<file path="src/rtl/branch_resolver.sv">
// branch_resolver: branch outcome FIFO feeding predictor training, plus mispredict redirect/flush FSM.
// Optional BR_RESOLVER_STAT_EN adds saturating br_cnt/mp_cnt statistics outputs.
module branch_resolver #(
  parameter int FIFO_DEPTH = 4,
  parameter int ADDR_W = 32
) (
  input  logic              clk,
  input  logic              rst,
  input  logic              rdy,
  input  logic              rs_ena,
  input  logic              rs_tk,
  input  logic              rs_pd_tk,
  input  logic [ADDR_W-1:0] rs_pc,
  input  logic [ADDR_W-1:0] rs_tgt,
  input  logic [ADDR_W-1:0] rs_npc,
  output logic              rs_rdy,
  output logic              fb_ena,
  output logic              fb_tk,
  output logic [ADDR_W-1:0] fb_pc,
  output logic              rd_ena,
  output logic              flush,
  output logic [ADDR_W-1:0] rd_pc
`ifdef BR_RESOLVER_STAT_EN
  ,
  output logic [31:0]       br_cnt,
  output logic [31:0]       mp_cnt
`endif
);
  localparam int PW = $clog2(FIFO_DEPTH);
  typedef enum logic {RUN, REDIR} state_t;
  state_t state, state_nx;
  logic [ADDR_W:0] mem [FIFO_DEPTH];
  logic [PW-1:0] wr_ptr, rd_ptr;
  logic [PW:0] count;
  logic acc, pop, mis;
  assign rs_rdy = (state == RUN) && (count != (PW+1)'(FIFO_DEPTH));
  assign acc = rdy & rs_ena & rs_rdy;
  assign pop = rdy & (count != '0);
  assign mis = acc & (rs_tk ^ rs_pd_tk);
  assign rd_ena = (state == REDIR);
  assign flush = rd_ena;
  // A mispredict can only be accepted in RUN, and REDIR always leaves on the next ready edge.
  always_comb begin
    state_nx = rdy ? (mis ? REDIR : RUN) : state;
  end
  always_ff @(posedge clk) begin
    if (!rst) state <= RUN;
    else state <= state_nx;
  end
  always_ff @(posedge clk) begin
    if (acc) mem[wr_ptr] <= {rs_pc, rs_tk};
  end
  always_ff @(posedge clk) begin
    if (!rst) begin
      wr_ptr <= '0;
      rd_ptr <= '0;
      count  <= '0;
      fb_ena <= 1'b0;
      fb_tk  <= 1'b0;
      fb_pc  <= '0;
      rd_pc  <= '0;
    end else begin
      fb_ena <= pop;
      if (acc) wr_ptr <= wr_ptr + 1'b1;
      if (pop) begin
        rd_ptr <= rd_ptr + 1'b1;
        {fb_pc, fb_tk} <= mem[rd_ptr];
      end
      count <= count + (PW+1)'(acc) - (PW+1)'(pop);
      if (mis) rd_pc <= rs_tk ? rs_tgt : rs_npc;
    end
  end
`ifdef BR_RESOLVER_STAT_EN
  always_ff @(posedge clk) begin
    if (!rst) begin
      br_cnt <= '0;
      mp_cnt <= '0;
    end else begin
      if (acc && ~&br_cnt) br_cnt <= br_cnt + 1'b1;
      if (mis && ~&mp_cnt) mp_cnt <= mp_cnt + 1'b1;
    end
  end
`endif
endmodule

</file>
<file path="config.mk">
export PLATFORM = sky130hd
export DESIGN_NAME = branch_resolver
export DESIGN_NICKNAME = d
export VERILOG_FILES = /design/src/rtl/branch_resolver.sv
export SDC_FILE = /design/constraint.sdc
export NUM_CORES = 1
export LEC_CHECK = 0
export ABC_AREA = 1
export CORE_UTILIZATION = 45
export DETAILED_ROUTE_END_ITERATION = 16
export GPL_TIMING_DRIVEN = 0
export PLACE_DENSITY = 0.71
export SYNTH_ARGS = -nofsm -noshare
export SYNTH_HDL_FRONTEND = slang
export SYNTH_SLANG_ARGS = --single-unit
</file>
<file path="constraint.sdc">
create_clock -name clk -period 10 [get_ports clk]
set_clock_uncertainty 0.1 [all_clocks]
set_input_delay 3 -clock clk [delete_from_list [all_inputs] [get_ports clk]]
set_output_delay 3 -clock clk [all_outputs]
set_load 0.01 [all_outputs]
</file>
; After elaboration in Yosys (flattened, before gate mapping)
; Memory sizes are Yosys's and may differ from the RTL's. A register that Yosys moved wholly into a read port is not among the register bits.
; Cells that the tools add are included.
[totals]
mem_count = 1
ramBits = 132
ff_bits = 41
wordCells = 25
[mem_list]
columns = name, depth, width, rd, rd_ports_with_merged_regs, wr, line
row1 = mem, 4, 33, 1, 1, 1, 32  ; logic [ADDR_W:0] mem [FIFO_DEPTH];
[classes]
mux = 4
bitwise_logic = 6
reduce_logical = 3
eq_ne = 1
addsub = 4
[ops]
columns = op, n
row1 = 32-bit two-way mux, 1
row2 = "2-bit by 1-bit adder with 2-bit output, second input constant", 2
row3 = 1-bit bitwise AND, 4
row4 = 3-bit by 1-bit adder with 3-bit output, 1
row5 = 1-bit two-way mux, 3
row6 = "3-bit inequality test, second input constant", 1
row7 = 3-bit nonzero test, 1
row8 = 3-bit by 1-bit subtractor with 3-bit output, 1
row9 = 1-bit logical AND, 1
row10 = 1-bit zero test, 1
row11 = 1-bit NOT, 1
row12 = 1-bit XOR, 1

; Logic depth before layout (Yosys ltp)
[depth]
depth_word = 5
depth_mapped = 13
depth_no_buf = 12

; Worst setup path after synthesis
; Ideal clock, no wire load.
[synth_path]
path_type = input to register
from = input port rs_ena
to = memory mem[0][0] (netlist bit) (enable)
slack_ns = 4.774
n_path_buf = 0
stages = 4
arrival_time_ns = 4.703
required_time_ns = 9.477
path_cell_list = nand2_1 > inv_2 > nand3_4 > nor2_1
[synth_between]
elab_chain_cells = 4
[synth_rtl]
columns = item, line
row1 = from (decl), 10  ; input logic rs_ena,
row2 = 1-bit bitwise AND (2 in series), 37  ; assign acc = rdy & rs_ena & rs_rdy;
row3 = 1-bit two-way mux, 51  ; if (acc) mem[wr_ptr] <= {rs_pc, rs_tk};
row4 = 1-bit two-way mux (implied by the code), 51
row5 = to (decl), 32
; No other way between the ends.

; Worst setup path in the final report
[layout_path]
from = register count[1]
to = output port rs_rdy
[layout_between]
elab_chain_cells = 2
[layout_rtl]
columns = item, line
row1 = from (decl), 34  ; logic [PW:0] count;
row2 = from (signal assigned), 69  ; count <= count + (PW+1)'(acc) - (PW+1)'(pop);
row3 = 3-bit inequality test, 36  ; assign rs_rdy = (state == RUN) && (count != (PW+1)'(FIFO_DEPTH));
row4 = 1-bit logical AND, 36
row5 = to (decl), 16  ; output logic rs_rdy,
; No other way between the ends.

==> results_dict.tcl <==
set metrics [dict create \
    crit_required_ns 6.90 \
    post_cts_buffers 0 \
    dp.cells 1317 \
    route.detailed.wl_per_inst_um 15.3 \
    finalSetupViolCount 0 \
    overflow 0 \
    p_leak_nw 4.51 \
    crit_path_start_kind "register" \
    firstDrtPassIters 5 \
    netlist_area_um2 8540 \
    hold_start "rd_pc[10]" \
    portBuffers 169 \
    drc 0 \
    intPower_mw 1.74 \
    syn-num-nets 1019 \
    synth_edf_count 132 \
    p_comb_share_pct 26.2 \
    crit_type "register to output pin" \
    yosysTopAreaCellShare_pct 46.4 \
    grtUsageMet3_pct 3.72 \
    rrSetupSlack_ns 7.45 \
    worst-r2r-cell-count 13 \
    drive_gt1_share_pct 7.23 \
    clock.fmax_mhz 194 \
    antennaDiodeCount 0 \
    synthArstFlopShare_pct 0 \
    vias_per_cell 5.00 \
    yosysSeqAreaShare_pct 63.8 \
    yosysMostFrequentCell "nor2_1" \
    slew_headroom_pct 58.2 \
    clock_latency_ns 0.49 \
    swShare_pct 29.1 \
    root_buffer "clkbuf_16" \
    timing.rr.end "count[2]" \
    hold_violations 0 \
    clk_path_buf_depth 3 \
    period_minus_slack_ns 5.16 \
    drv_cap 0 \
    avgSynthCellArea_um2 9.38 \
    synthToLayoutAreaGrowth_pct 32.8 \
    antenna_left 0 \
    grt_pass1_wl_um 32700 \
    routabilityCongestion 0.827 \
    ys_types 22 \
    reg2reg_from "count[1]" \
    wl_um 20700 \
    slew_violations 0 \
    grt_usage_pct 21.2 \
    finalSetupTns_ns 0 \
    ctsResizeCount 0 \
    power_frac_seq_pct 42.5 \
    p_per_area_nw_per_um2 217 \
    min_path_cells 2 \
    place_area_um2 10700 \
    yosysTopAreaCell "edfxtp_1" \
    clk_pin_slew_ns 0.06 \
    arrival_ns 2.06 \
    cts_sinks 206 \
    numCtsBuffers 21 \
    initial_utilization_pct 45.8 \
    fp.dieArea_um2 19500 \
    cts_tree "built" \
    grt_antenna_before_repair 0 \
    rsz0062_at_grt "no" \
    core_area_um2 18600 \
    max-vdd-ir-drop_mv 0.148 \
    pwr-share-clk_pct 31.4 \
    period_share_pct 51.6 \
    use_met2_pct 37.6 \
    vias 6771 \
    syn-instance-count 910 \
    finalInstanceArea_um2 11300 \
    postLayoutCoreUtil_pct 60.8 \
    ys.flop_type "edfxtp_1" \
    io_pins 171 \
    die_h_um 140 \
    worstMarginPinSlew_ns 0.625 \
    htree_levels 1 \
    use_met1_pct 26.6 \
    nets 1215 \
    stdcell_count 1355 \
    status "finished clean" \
    hold_class "register to register" \
    crit_fanout 10 \
    synth_common_cells "305 x nor2_1, 132 x edfxtp_1, 119 x o21ai_0" \
    p_sw_mw 0.715 \
    synthTopCellsByArea "edfxtp_1 46%, dfxtp_1 17%, nor2_1 13%" \
    grt_pass1_vias 6421 \
    drt_iter0_drc 377 \
    whs_endpoint "rd_pc[10]" \
    hpwl_um 14000 \
    critPathCaptureType "output pin" \
    hold_slack_ns 0.381 \
    yosys_warnings 0 \
    synth.ff_latch_count 206 \
    die_x_um 140 \
    grt-busiest-layer "met2" \
    rows 50 \
    grt_max_degree 22 \
    hold_buffers 0 \
]
worst max path at each step:
stage	start	to	slack [ns]	depth (start not counted)
floorplan	rs_ena	mem[0][0]	4.77	4
global placement	rdy	mem[0][23]	2.93	5
detailed placement	rdy	count[2]	4.42	12
CTS	count[1]	rs_rdy	4.82	4
global route	count[1]	rs_rdy	4.72	4
finish	count[1]	rs_rdy	4.84	4
critical path: stages (launching register included):
cell and delay (ns):
dfxtp_1 0.38, nor2_1 0.10, a21oi_2 0.25, buf_2 0.26, clkdlybuf4s50_1 0.58
logic make-up after synthesis:
family                     Yosys count  synth area share, %
buffers and inverters              141                 7.28
adders and majority gates            7                 1.11
AOI/OAI and AO/OA                  143                 8.43
and+or+nand+nor                    412                 19.3
DFF                                206                 63.8
xor gates and xnor gates             1                0.103
through the flow:
step / total power [mW] / setup slack, ns
3_5_place_dp: 1.70 / 4.42
2_1_floorplan: 1.40 / 4.77
4_1_cts: 2.47 / 4.82
6_report: 2.46 / 4.84
5_1_grt: 2.58 / 4.72
3_3_place_gp: 1.69 / 2.93
layer usage:
layer,up-vias,routed length [um]
met1,3156,8980
met3,23,1420
li1,3363,-
met5,-,0
met4,0,297
met2,229,10000
power by group through the flow:
stage,Sequential (mW),Combinational (mW),Clock (mW)
CTS,1.05,0.647,0.779
finish,1.04,0.643,0.771
global route,1.05,0.711,0.818
detailed placement,1.06,0.641,0
global placement,1.06,0.624,0
floorplan,1.09,0.315,0
placed cells by master, fill, tap and decap left out, drive strengths merged:
cell type	netlist	layout
nor2	306	306
clkdlybuf4s50	0	169
o21ai	137	137
edfxtp	132	132
inv	84	85
dfxtp	74	74
nand2	73	73
clkbuf	23	52
buf	34	38
nand4	32	32
ha	6	6
a21oi	6	6
clkinv	0	6
bufinv	0	2
nand3	1	1
xnor2	1	1
fa	1	1
registers in the layout, summed over array words and instances (netlist names):
name,cells
mem,132
wr_ptr,2
flush,1
rd_ptr,2
fb_ena,1
count,3
fb_tk,1
fb_pc,32
rd_pc,32
cell type report:
cell class              instances  area [um2]
plain buffers                  57         307
clock buffers                  29         586
clock inverters                 9        97.6
fillers                      1561        7300
inverters                      84         315
multi-input cells             563        2500
flip-flops and latches        206        5450
well taps                     234         293
repair buffers                173        1790
Power figures use the tool's default switching activity.
